[config.mk]
export PLATFORM = sky130hd
export DESIGN_NAME = id_stage
export DESIGN_NICKNAME = d
export VERILOG_FILES = /design/src/rtl/id_stage_pkg.sv /design/src/rtl/id_stage_decoder.sv /design/src/rtl/id_stage.sv
export SDC_FILE = /design/constraint.sdc
export NUM_CORES = 1
export LEC_CHECK = 0
export CORE_ASPECT_RATIO = 1.4
export CORE_MARGIN = 8
export CORE_UTILIZATION = 41
export DETAILED_ROUTE_END_ITERATION = 10
export GPL_TIMING_DRIVEN = 0
export PLACE_DENSITY = 0.77
export REMOVE_ABC_BUFFERS = 1
export SYNTH_ARGS = -nofsm -noshare
export SYNTH_HDL_FRONTEND = slang
export SYNTH_SLANG_ARGS = --single-unit
[constraint.sdc]
create_clock -name clk -period 2 [get_ports clk]
set_clock_uncertainty 0.1 [all_clocks]
set_input_delay 0.2 -clock clk [delete_from_list [all_inputs] [get_ports clk]]
set_output_delay 0.2 -clock clk [all_outputs]
set_load 0.01 [all_outputs]
[src/rtl/id_stage_pkg.sv]
// Shared RV32I/M decode constants and ALU op encodings, also consumed by the ex stage.
package id_stage_pkg;

  localparam logic [6:0] OPC_LUI    = 7'b0110111;
  localparam logic [6:0] OPC_AUIPC  = 7'b0010111;
  localparam logic [6:0] OPC_JAL    = 7'b1101111;
  localparam logic [6:0] OPC_JALR   = 7'b1100111;
  localparam logic [6:0] OPC_BRANCH = 7'b1100011;
  localparam logic [6:0] OPC_LOAD   = 7'b0000011;
  localparam logic [6:0] OPC_STORE  = 7'b0100011;
  localparam logic [6:0] OPC_OP_IMM = 7'b0010011;
  localparam logic [6:0] OPC_OP     = 7'b0110011;
  localparam logic [6:0] OPC_FENCE  = 7'b0001111;
  localparam logic [6:0] OPC_SYSTEM = 7'b1110011;

  localparam logic [2:0] F3_ADD_SUB = 3'b000;
  localparam logic [2:0] F3_SLL     = 3'b001;
  localparam logic [2:0] F3_SRL_SRA = 3'b101;
  localparam logic [2:0] F3_LW      = 3'b010;

  localparam logic [6:0] F7_BASE = 7'b0000000;
  localparam logic [6:0] F7_ALT  = 7'b0100000;
  localparam logic [6:0] F7_MULDIV = 7'b0000001;

  // M ops are {2'b10, funct3}, branch compares are {2'b11, funct3}.
  localparam logic [4:0] ALU_ADD  = 5'd0;
  localparam logic [4:0] ALU_SUB  = 5'd1;
  localparam logic [4:0] ALU_SLL  = 5'd2;
  localparam logic [4:0] ALU_SLT  = 5'd3;
  localparam logic [4:0] ALU_SLTU = 5'd4;
  localparam logic [4:0] ALU_XOR  = 5'd5;
  localparam logic [4:0] ALU_SRL  = 5'd6;
  localparam logic [4:0] ALU_SRA  = 5'd7;
  localparam logic [4:0] ALU_OR   = 5'd8;
  localparam logic [4:0] ALU_AND  = 5'd9;
  localparam logic [4:0] ALU_MUL  = 5'd16;
  localparam logic [4:0] ALU_BEQ  = 5'd24;

  typedef enum logic [1:0] { OP1_RS1, OP1_PC, OP1_ZERO } op1_sel_e;
  typedef enum logic [1:0] { OP2_RS2, OP2_IMM, OP2_FOUR } op2_sel_e;

  function automatic logic [4:0] alu_from_f3(input logic [2:0] f3, input logic alt);
    case (f3)
      3'b000:  return alt ? ALU_SUB : ALU_ADD;
      3'b001:  return ALU_SLL;
      3'b010:  return ALU_SLT;
      3'b011:  return ALU_SLTU;
      3'b100:  return ALU_XOR;
      3'b101:  return alt ? ALU_SRA : ALU_SRL;
      3'b110:  return ALU_OR;
      default: return ALU_AND;
    endcase
  endfunction

endpackage

[src/rtl/id_stage_decoder.sv]
// Combinational RV32I(+M) decoder: instruction, register data and PC to execute fields.
module id_decoder
  import id_stage_pkg::*;
#(
  parameter int XLEN      = 32,
  parameter int RADDR_W   = 5,
  parameter int SUPPORT_M = 0
) (
  input  logic [31:0]      inst_i,
  input  logic [XLEN-1:0]  pc_i,
  input  logic [XLEN-1:0]  rs1_data_i,
  input  logic [XLEN-1:0]  rs2_data_i,
  output logic [RADDR_W-1:0] rs1_addr_o,
  output logic [RADDR_W-1:0] rs2_addr_o,
  output logic [XLEN-1:0]  op1_o,
  output logic [XLEN-1:0]  op2_o,
  output logic [XLEN-1:0]  imm_o,
  output logic [4:0]       alu_op_o,
  output logic [RADDR_W-1:0] rd_addr_o,
  output logic             reg_wen_o,
  output logic             mem_re_o,
  output logic             mem_we_o,
  output logic             branch_o,
  output logic             jump_o,
  output logic [2:0]       mem_size_o,
  output logic             illegal_o
);

  logic [6:0]  opcode, f7;
  logic [2:0]  f3;
  logic [31:0] imm32;
  logic        use_rs1, use_rs2, wen, re, we, br, jmp, ill;
  op1_sel_e    op1_sel;
  op2_sel_e    op2_sel;

  assign opcode = inst_i[6:0];
  assign f3     = inst_i[14:12];
  assign f7     = inst_i[31:25];

  always_comb begin
    use_rs1  = 1'b0;
    use_rs2  = 1'b0;
    imm32    = '0;
    alu_op_o = ALU_ADD;
    wen      = 1'b0;
    re       = 1'b0;
    we       = 1'b0;
    br       = 1'b0;
    jmp      = 1'b0;
    ill      = 1'b0;
    op1_sel  = OP1_RS1;
    op2_sel  = OP2_IMM;
    case (opcode)
      OPC_LUI: begin
        imm32 = {inst_i[31:12], 12'b0}; op1_sel = OP1_ZERO; wen = 1'b1;
      end
      OPC_AUIPC: begin
        imm32 = {inst_i[31:12], 12'b0}; op1_sel = OP1_PC; wen = 1'b1;
      end
      OPC_JAL: begin
        imm32 = {{12{inst_i[31]}}, inst_i[19:12], inst_i[20], inst_i[30:21], 1'b0};
        op1_sel = OP1_PC; op2_sel = OP2_FOUR; wen = 1'b1; jmp = 1'b1;
      end
      OPC_JALR: begin
        imm32 = {{20{inst_i[31]}}, inst_i[31:20]};
        use_rs1 = 1'b1; op2_sel = OP2_FOUR; wen = 1'b1; jmp = 1'b1;
      end
      OPC_BRANCH: begin
        imm32 = {{20{inst_i[31]}}, inst_i[7], inst_i[30:25], inst_i[11:8], 1'b0};
        use_rs1 = 1'b1; use_rs2 = 1'b1; op2_sel = OP2_RS2; br = 1'b1;
        alu_op_o = {2'b11, f3};
      end
      OPC_LOAD: begin
        imm32 = {{20{inst_i[31]}}, inst_i[31:20]};
        use_rs1 = 1'b1; re = 1'b1; wen = 1'b1;
        ill = (f3 == 3'b011) || (f3 == 3'b110) || (f3 == 3'b111);
      end
      OPC_STORE: begin
        imm32 = {{20{inst_i[31]}}, inst_i[31:25], inst_i[11:7]};
        use_rs1 = 1'b1; use_rs2 = 1'b1; we = 1'b1;
        ill = (f3 > 3'b010);
      end
      OPC_OP_IMM: begin
        imm32 = {{20{inst_i[31]}}, inst_i[31:20]};
        use_rs1 = 1'b1; wen = 1'b1;
        alu_op_o = alu_from_f3(f3, (f3 == F3_SRL_SRA) && inst_i[30]);
        // Shift-immediates carry shamt in imm[4:0]; only imm[10] (SRAI) may be set above it.
        if (f3 == F3_SLL)
          ill = (f7 != F7_BASE);
        else if (f3 == F3_SRL_SRA)
          ill = (f7 != F7_BASE) && (f7 != F7_ALT);
      end
      OPC_OP: begin
        use_rs1 = 1'b1; use_rs2 = 1'b1; op2_sel = OP2_RS2; wen = 1'b1;
        if (f7 == F7_MULDIV) begin
          alu_op_o = {2'b10, f3};
          ill = (SUPPORT_M == 0);
        end else begin
          alu_op_o = alu_from_f3(f3, inst_i[30]);
          ill = !((f7 == F7_BASE) ||
                  ((f7 == F7_ALT) && ((f3 == F3_ADD_SUB) || (f3 == F3_SRL_SRA))));
        end
      end
      OPC_FENCE, OPC_SYSTEM: ;
      default: ill = 1'b1;
    endcase
  end

  assign rs1_addr_o = use_rs1 ? RADDR_W'(inst_i[19:15]) : '0;
  assign rs2_addr_o = use_rs2 ? RADDR_W'(inst_i[24:20]) : '0;
  assign rd_addr_o  = RADDR_W'(inst_i[11:7]);
  assign imm_o      = XLEN'($signed(imm32));
  assign mem_size_o = f3;
  assign illegal_o  = ill;
  assign reg_wen_o  = wen && !ill && (inst_i[11:7] != 5'd0);
  assign mem_re_o   = re && !ill;
  assign mem_we_o   = we && !ill;
  assign branch_o   = br && !ill;
  assign jump_o     = jmp && !ill;

  always_comb begin
    case (op1_sel)
      OP1_PC:   op1_o = pc_i;
      OP1_ZERO: op1_o = '0;
      default:  op1_o = rs1_data_i;
    endcase
    case (op2_sel)
      OP2_RS2:  op2_o = rs2_data_i;
      OP2_FOUR: op2_o = XLEN'(4);
      default:  op2_o = imm_o;
    endcase
  end

endmodule

[src/rtl/id_stage.sv]
// Registered decode stage: handshake with if_id/ex, load-use bubble insertion and flush.
module id_stage
  import id_stage_pkg::*;
#(
  parameter int XLEN      = 32,
  parameter int RADDR_W   = 5,
  parameter int SUPPORT_M = 0
) (
  input  logic               clk,
  input  logic               rst_n,
  input  logic               in_valid,
  output logic               in_ready,
  input  logic [31:0]        inst_i,
  input  logic [XLEN-1:0]    inst_addr_i,
  output logic [RADDR_W-1:0] rs1_addr_o,
  output logic [RADDR_W-1:0] rs2_addr_o,
  input  logic [XLEN-1:0]    rs1_data_i,
  input  logic [XLEN-1:0]    rs2_data_i,
  input  logic               ex_load_valid,
  input  logic [RADDR_W-1:0] ex_load_rd,
  input  logic               flush,
  output logic               out_valid,
  input  logic               out_ready,
  output logic [31:0]        inst_o,
  output logic [XLEN-1:0]    inst_addr_o,
  output logic [XLEN-1:0]    op1_o,
  output logic [XLEN-1:0]    op2_o,
  output logic [XLEN-1:0]    store_data_o,
  output logic [XLEN-1:0]    imm_o,
  output logic [4:0]         alu_op_o,
  output logic [RADDR_W-1:0] rd_addr_o,
  output logic               reg_wen,
  output logic               mem_re_o,
  output logic               mem_we_o,
  output logic               branch_o,
  output logic               jump_o,
  output logic [2:0]         mem_size_o,
  output logic               illegal_o
);

  logic [XLEN-1:0]    op1_d, op2_d, imm_d;
  logic [4:0]         alu_op_d;
  logic [RADDR_W-1:0] rd_d;
  logic               wen_d, re_d, we_d, br_d, jmp_d, ill_d;
  logic [2:0]         size_d;
  logic               advance, hazard;

  id_decoder #(.XLEN(XLEN), .RADDR_W(RADDR_W), .SUPPORT_M(SUPPORT_M)) u_dec (
    .inst_i(inst_i), .pc_i(inst_addr_i), .rs1_data_i(rs1_data_i), .rs2_data_i(rs2_data_i),
    .rs1_addr_o(rs1_addr_o), .rs2_addr_o(rs2_addr_o), .op1_o(op1_d), .op2_o(op2_d),
    .imm_o(imm_d), .alu_op_o(alu_op_d), .rd_addr_o(rd_d), .reg_wen_o(wen_d),
    .mem_re_o(re_d), .mem_we_o(we_d), .branch_o(br_d), .jump_o(jmp_d),
    .mem_size_o(size_d), .illegal_o(ill_d)
  );

  // Unused rs fields decode to x0, so they can never match a non-zero load rd.
  assign hazard   = ex_load_valid && (ex_load_rd != '0) &&
                    ((ex_load_rd == rs1_addr_o) || (ex_load_rd == rs2_addr_o));
  assign advance  = !out_valid || out_ready;
  assign in_ready = advance && !hazard && !flush;

  always_ff @(posedge clk or negedge rst_n) begin
    if (!rst_n) begin
      out_valid    <= 1'b0;
      inst_o       <= '0;
      inst_addr_o  <= '0;
      op1_o        <= '0;
      op2_o        <= '0;
      store_data_o <= '0;
      imm_o        <= '0;
      alu_op_o     <= '0;
      rd_addr_o    <= '0;
      reg_wen      <= 1'b0;
      mem_re_o     <= 1'b0;
      mem_we_o     <= 1'b0;
      branch_o     <= 1'b0;
      jump_o       <= 1'b0;
      mem_size_o   <= '0;
      illegal_o    <= 1'b0;
    end else if (flush) begin
      out_valid <= 1'b0;
    end else if (advance) begin
      out_valid <= in_valid && !hazard;
      if (in_valid && !hazard) begin
        inst_o       <= inst_i;
        inst_addr_o  <= inst_addr_i;
        op1_o        <= op1_d;
        op2_o        <= op2_d;
        store_data_o <= rs2_data_i;
        imm_o        <= imm_d;
        alu_op_o     <= alu_op_d;
        rd_addr_o    <= rd_d;
        reg_wen      <= wen_d;
        mem_re_o     <= re_d;
        mem_we_o     <= we_d;
        branch_o     <= br_d;
        jump_o       <= jmp_d;
        mem_size_o   <= size_d;
        illegal_o    <= ill_d;
      end
    end
  end

endmodule

==> flow_metrics.tcl <==
set metrics [dict create \
    nFillCells 1571 \
    pwr_density_cell_nw_per_um2 765 \
    utilization_pct 70.5 \
    setup_violations 204 \
    ir_worst_vdd_uv 823 \
    ys.flop_type "dfrtp_1" \
    failed_checks "negative setup slack" \
    core_sq_um 23200 \
    drv_cap 0 \
    use_met3_pct 6.19 \
    io_pins 362 \
    static-leakage-power_uw 0.00773 \
    synth_compound_area_share_pct 10.2 \
    fin_nets 1301 \
    cts.sinks 204 \
    via_per_inst 5.54 \
    end_kind "flop" \
    vias 8215 \
    yosys_warnings 0 \
    clockBufferDepth 3 \
    cts_buffers 22 \
    gr-usage-met1_pct 27.2 \
    dp_hpwl_mm 22.8 \
    ys_seq_elements 204 \
    max_slew_margin_pct 27.2 \
    initial_utilization_pct 41.7 \
    synth.cell_area_sq_um 9670 \
    clock_latency_ns 0.52 \
    antenna_left 0 \
    finalHoldViolations 0 \
    dieHeight_um 198 \
    clk_pin_slew_worst_paths_ns 0.06 \
    place.gp.congestion 0.789 \
    drc_errors 0 \
    grt_max_degree 110 \
    start_kind "input port" \
    rsz0062_at_grt "true" \
    tritoncts "done" \
    synthSimpleGateAreaFrac_pct 6.99 \
    grt_pass1_wl_mm 54.4 \
    stdcell_area_sq_um 16300 \
    dpl-instance-area_sq_um 13400 \
    area_delta_synth_final_pct 69.0 \
    status "finished, violations left" \
    avgSynthCellArea_sq_um 13.0 \
    multiInputGateArea_sq_um 4920 \
    path_class "in -> reg" \
    dp_cells 1357 \
    htree_levels 1 \
    synthCells 743 \
    busiest_layer "met2" \
    hold_class "in -> reg" \
    routed_wl_mm 38.0 \
    drt_iter0_markers 315 \
    synth_async_sr_flop_share_pct 100 \
    layout_min_cycle_time_ns 2.27 \
    crit_required_ns 2.29 \
    grt_use_total_pct 24.0 \
    synth.area.mux_share_pct 23.6 \
    tightest_slew_ns 1.09 \
    ys_seq_area_share_pct 52.8 \
    fmax_mhz 440 \
    fp.dieW_um 146 \
    rows 66 \
    drive_gt1_share_pct 29.8 \
    finalMaxSlewViolations 0 \
    critPathMaxFanout 6 \
    grt_antenna_before_repair 2 \
    dr.pass1.iters 4 \
    routedWlPerCell_um 25.7 \
    worst_slack_ns -0.275 \
    grt_remaining_overflow 0 \
    cts_root_buffer "clkbuf_16" \
    worstPathArrival_ns 2.56 \
    synthAdderAreaFrac_pct 0.129 \
    synthDistinctLibCells 62 \
    grt_pass1_vias 8770 \
    ff_latch_area_sq_um 5100 \
    port_buffers 361 \
    synth_top_family_by_area "multiplexers" \
    synth_edf_count 0 \
    met2_usage_pct 43.3 \
    synth_xor_xnor_area_share_pct 0.543 \
    die_area_sq_um 28800 \
    min_period_over_period_pct 114 \
    layout.cells.non_filler 1482 \
]
-- layout make-up --
class                           count  share of cell area [%]
Timing Repair Buffer              452                    31.7
Sequential cell                   204                    31.2
Multi-Input combinational cell    463                    30.1
Clock buffer                       30                    3.80
Tap cell                          306                    2.34
Inverter                           18                   0.413
Clock inverter                      8                   0.375
Antenna cell                        1                  0.0153
-- per-layer routing --
| metal | wire length, um | vias up |
|---|---|---|
| li1 | - | 3576 |
| met3 | 2810 | 84 |
| met1 | 14500 | 4164 |
| met4 | 1350 | 2 |
| met2 | 19300 | 389 |
| met5 | 10 | - |
-- cells in the mapped netlist (all sizes together), types with 11 or more instances --
cell type / count / share of area (%)
mux2i: 11 / 1.1
clkbuf: 25 / 0.98
a221o: 11 / 1.1
inv: 18 / 0.70
o21ai: 11 / 0.57
a21o: 11 / 0.85
nor2: 14 / 0.54
mux2: 193 / 22
dfrtp: 204 / 53
nand2: 47 / 1.8
a22o: 46 / 4.2
buf: 36 / 4.0
-- registers in the layout, indices dropped and copies added (netlist names), 5 cells and up --
name,count
imm_o,32
inst_addr_o,32
inst_o,32
op1_o,32
op2_o,32
store_data_o,32
alu_op_o,5
-- critical path: stages --
cell and delay, ns:
buf_12 0.10, or2_4 0.30, a2111oi_4 0.38, o221ai_1 0.18
a211o_2 0.36, buf_6 0.13, nand4_4 0.10, buf_6 0.15
buf_12 0.16, clkbuf_16 0.18, mux2_4 0.30
-- per-stage QoR --
| stage | power [uW] | setup slack, ns | TNS, ns | hold slack [ns] |
|---|---|---|---|---|
| 6_report | 12500 | -0.275 | -41.22 | 0.0415 |
| 5_1_grt | 13000 | -0.307 | -50.27 | 0.0279 |
| 4_1_cts | 12200 | -0.183 | -20.83 | 0.0336 |
| 3_5_place_dp | 7830 | -2.40 | -450.42 | 0.171 |
| 3_3_place_gp | 7770 | -8.24 | -2701.01 | 0.373 |
| 2_1_floorplan | 5940 | -2.57 | -514.21 | -0.196 |
-- repair_timing --
item                       in CTS  in global routing
resized for setup             227                131
setup endpoints to repair     215                209
hold endpoints to repair      100                  0
pin swaps                      18                  8
gates cloned                   19                 11
hold buffers                    6                  0
setup buffers                  44                 12
-- cells by family after synthesis --
logic type,after synthesis
fa+ha+maj,1
xor+xnor,6
compound gates,123
simple gates,126
flops,204
buf+inv,79
mux,204
-- cells in the final DEF, fill, tap and decap left out, types with 5 or more instances in the layout --
| cell type | instances |
|---|---|
| nand3_1 | 5 |
| dlygate4sd2_1 | 16 |
| nand2_1 | 46 |
| dlymetal6s2s_1 | 5 |
| a21oi_1 | 7 |
| nor2b_1 | 6 |
| nor2_1 | 10 |
| buf_6 | 14 |
| buf_12 | 20 |
| a221o_1 | 11 |
| nand3b_1 | 5 |
| a22oi_1 | 5 |
| buf_8 | 6 |
| inv_1 | 18 |
| dlygate4sd3_1 | 6 |
| nand4_1 | 6 |
| mux2_1 | 14 |
| o21ai_0 | 11 |
| clkbuf_16 | 33 |
| buf_4 | 22 |
| buf_16 | 19 |
| dfrtp_1 | 204 |
| clkdlybuf4s50_1 | 325 |
| mux2_4 | 176 |
| mux2i_1 | 11 |
| and2_1 | 9 |
| a22o_1 | 46 |
| a21o_1 | 11 |
-- worst paths after layout --
kind / from / to / slack (ns) / cells past startpoint
min in group asynchronous: rst_n / store_data_o[24] / 0.20 / 2
min: inst_i[21] / inst_o[21] / 0.04 / 2
max in group asynchronous: rst_n / inst_o[0] / 0.55 / 3
max: inst_i[6] / alu_op_o[1] / -0.27 / 11
min reg2reg: inst_o[25] / inst_o[25] / 0.39 / 1
max reg2reg: out_valid / op1_o[6] / -0.09 / 7
-- power by group --
group / switching [uW] / internal, uW / total, uW
Combinational: 1370 / 2280 / 3650
Clock: 1690 / 2180 / 3880
Sequential: 320 / 4660 / 4980
Total: 3380 / 9130 / 12500
(Power assumes the default switching activity.)
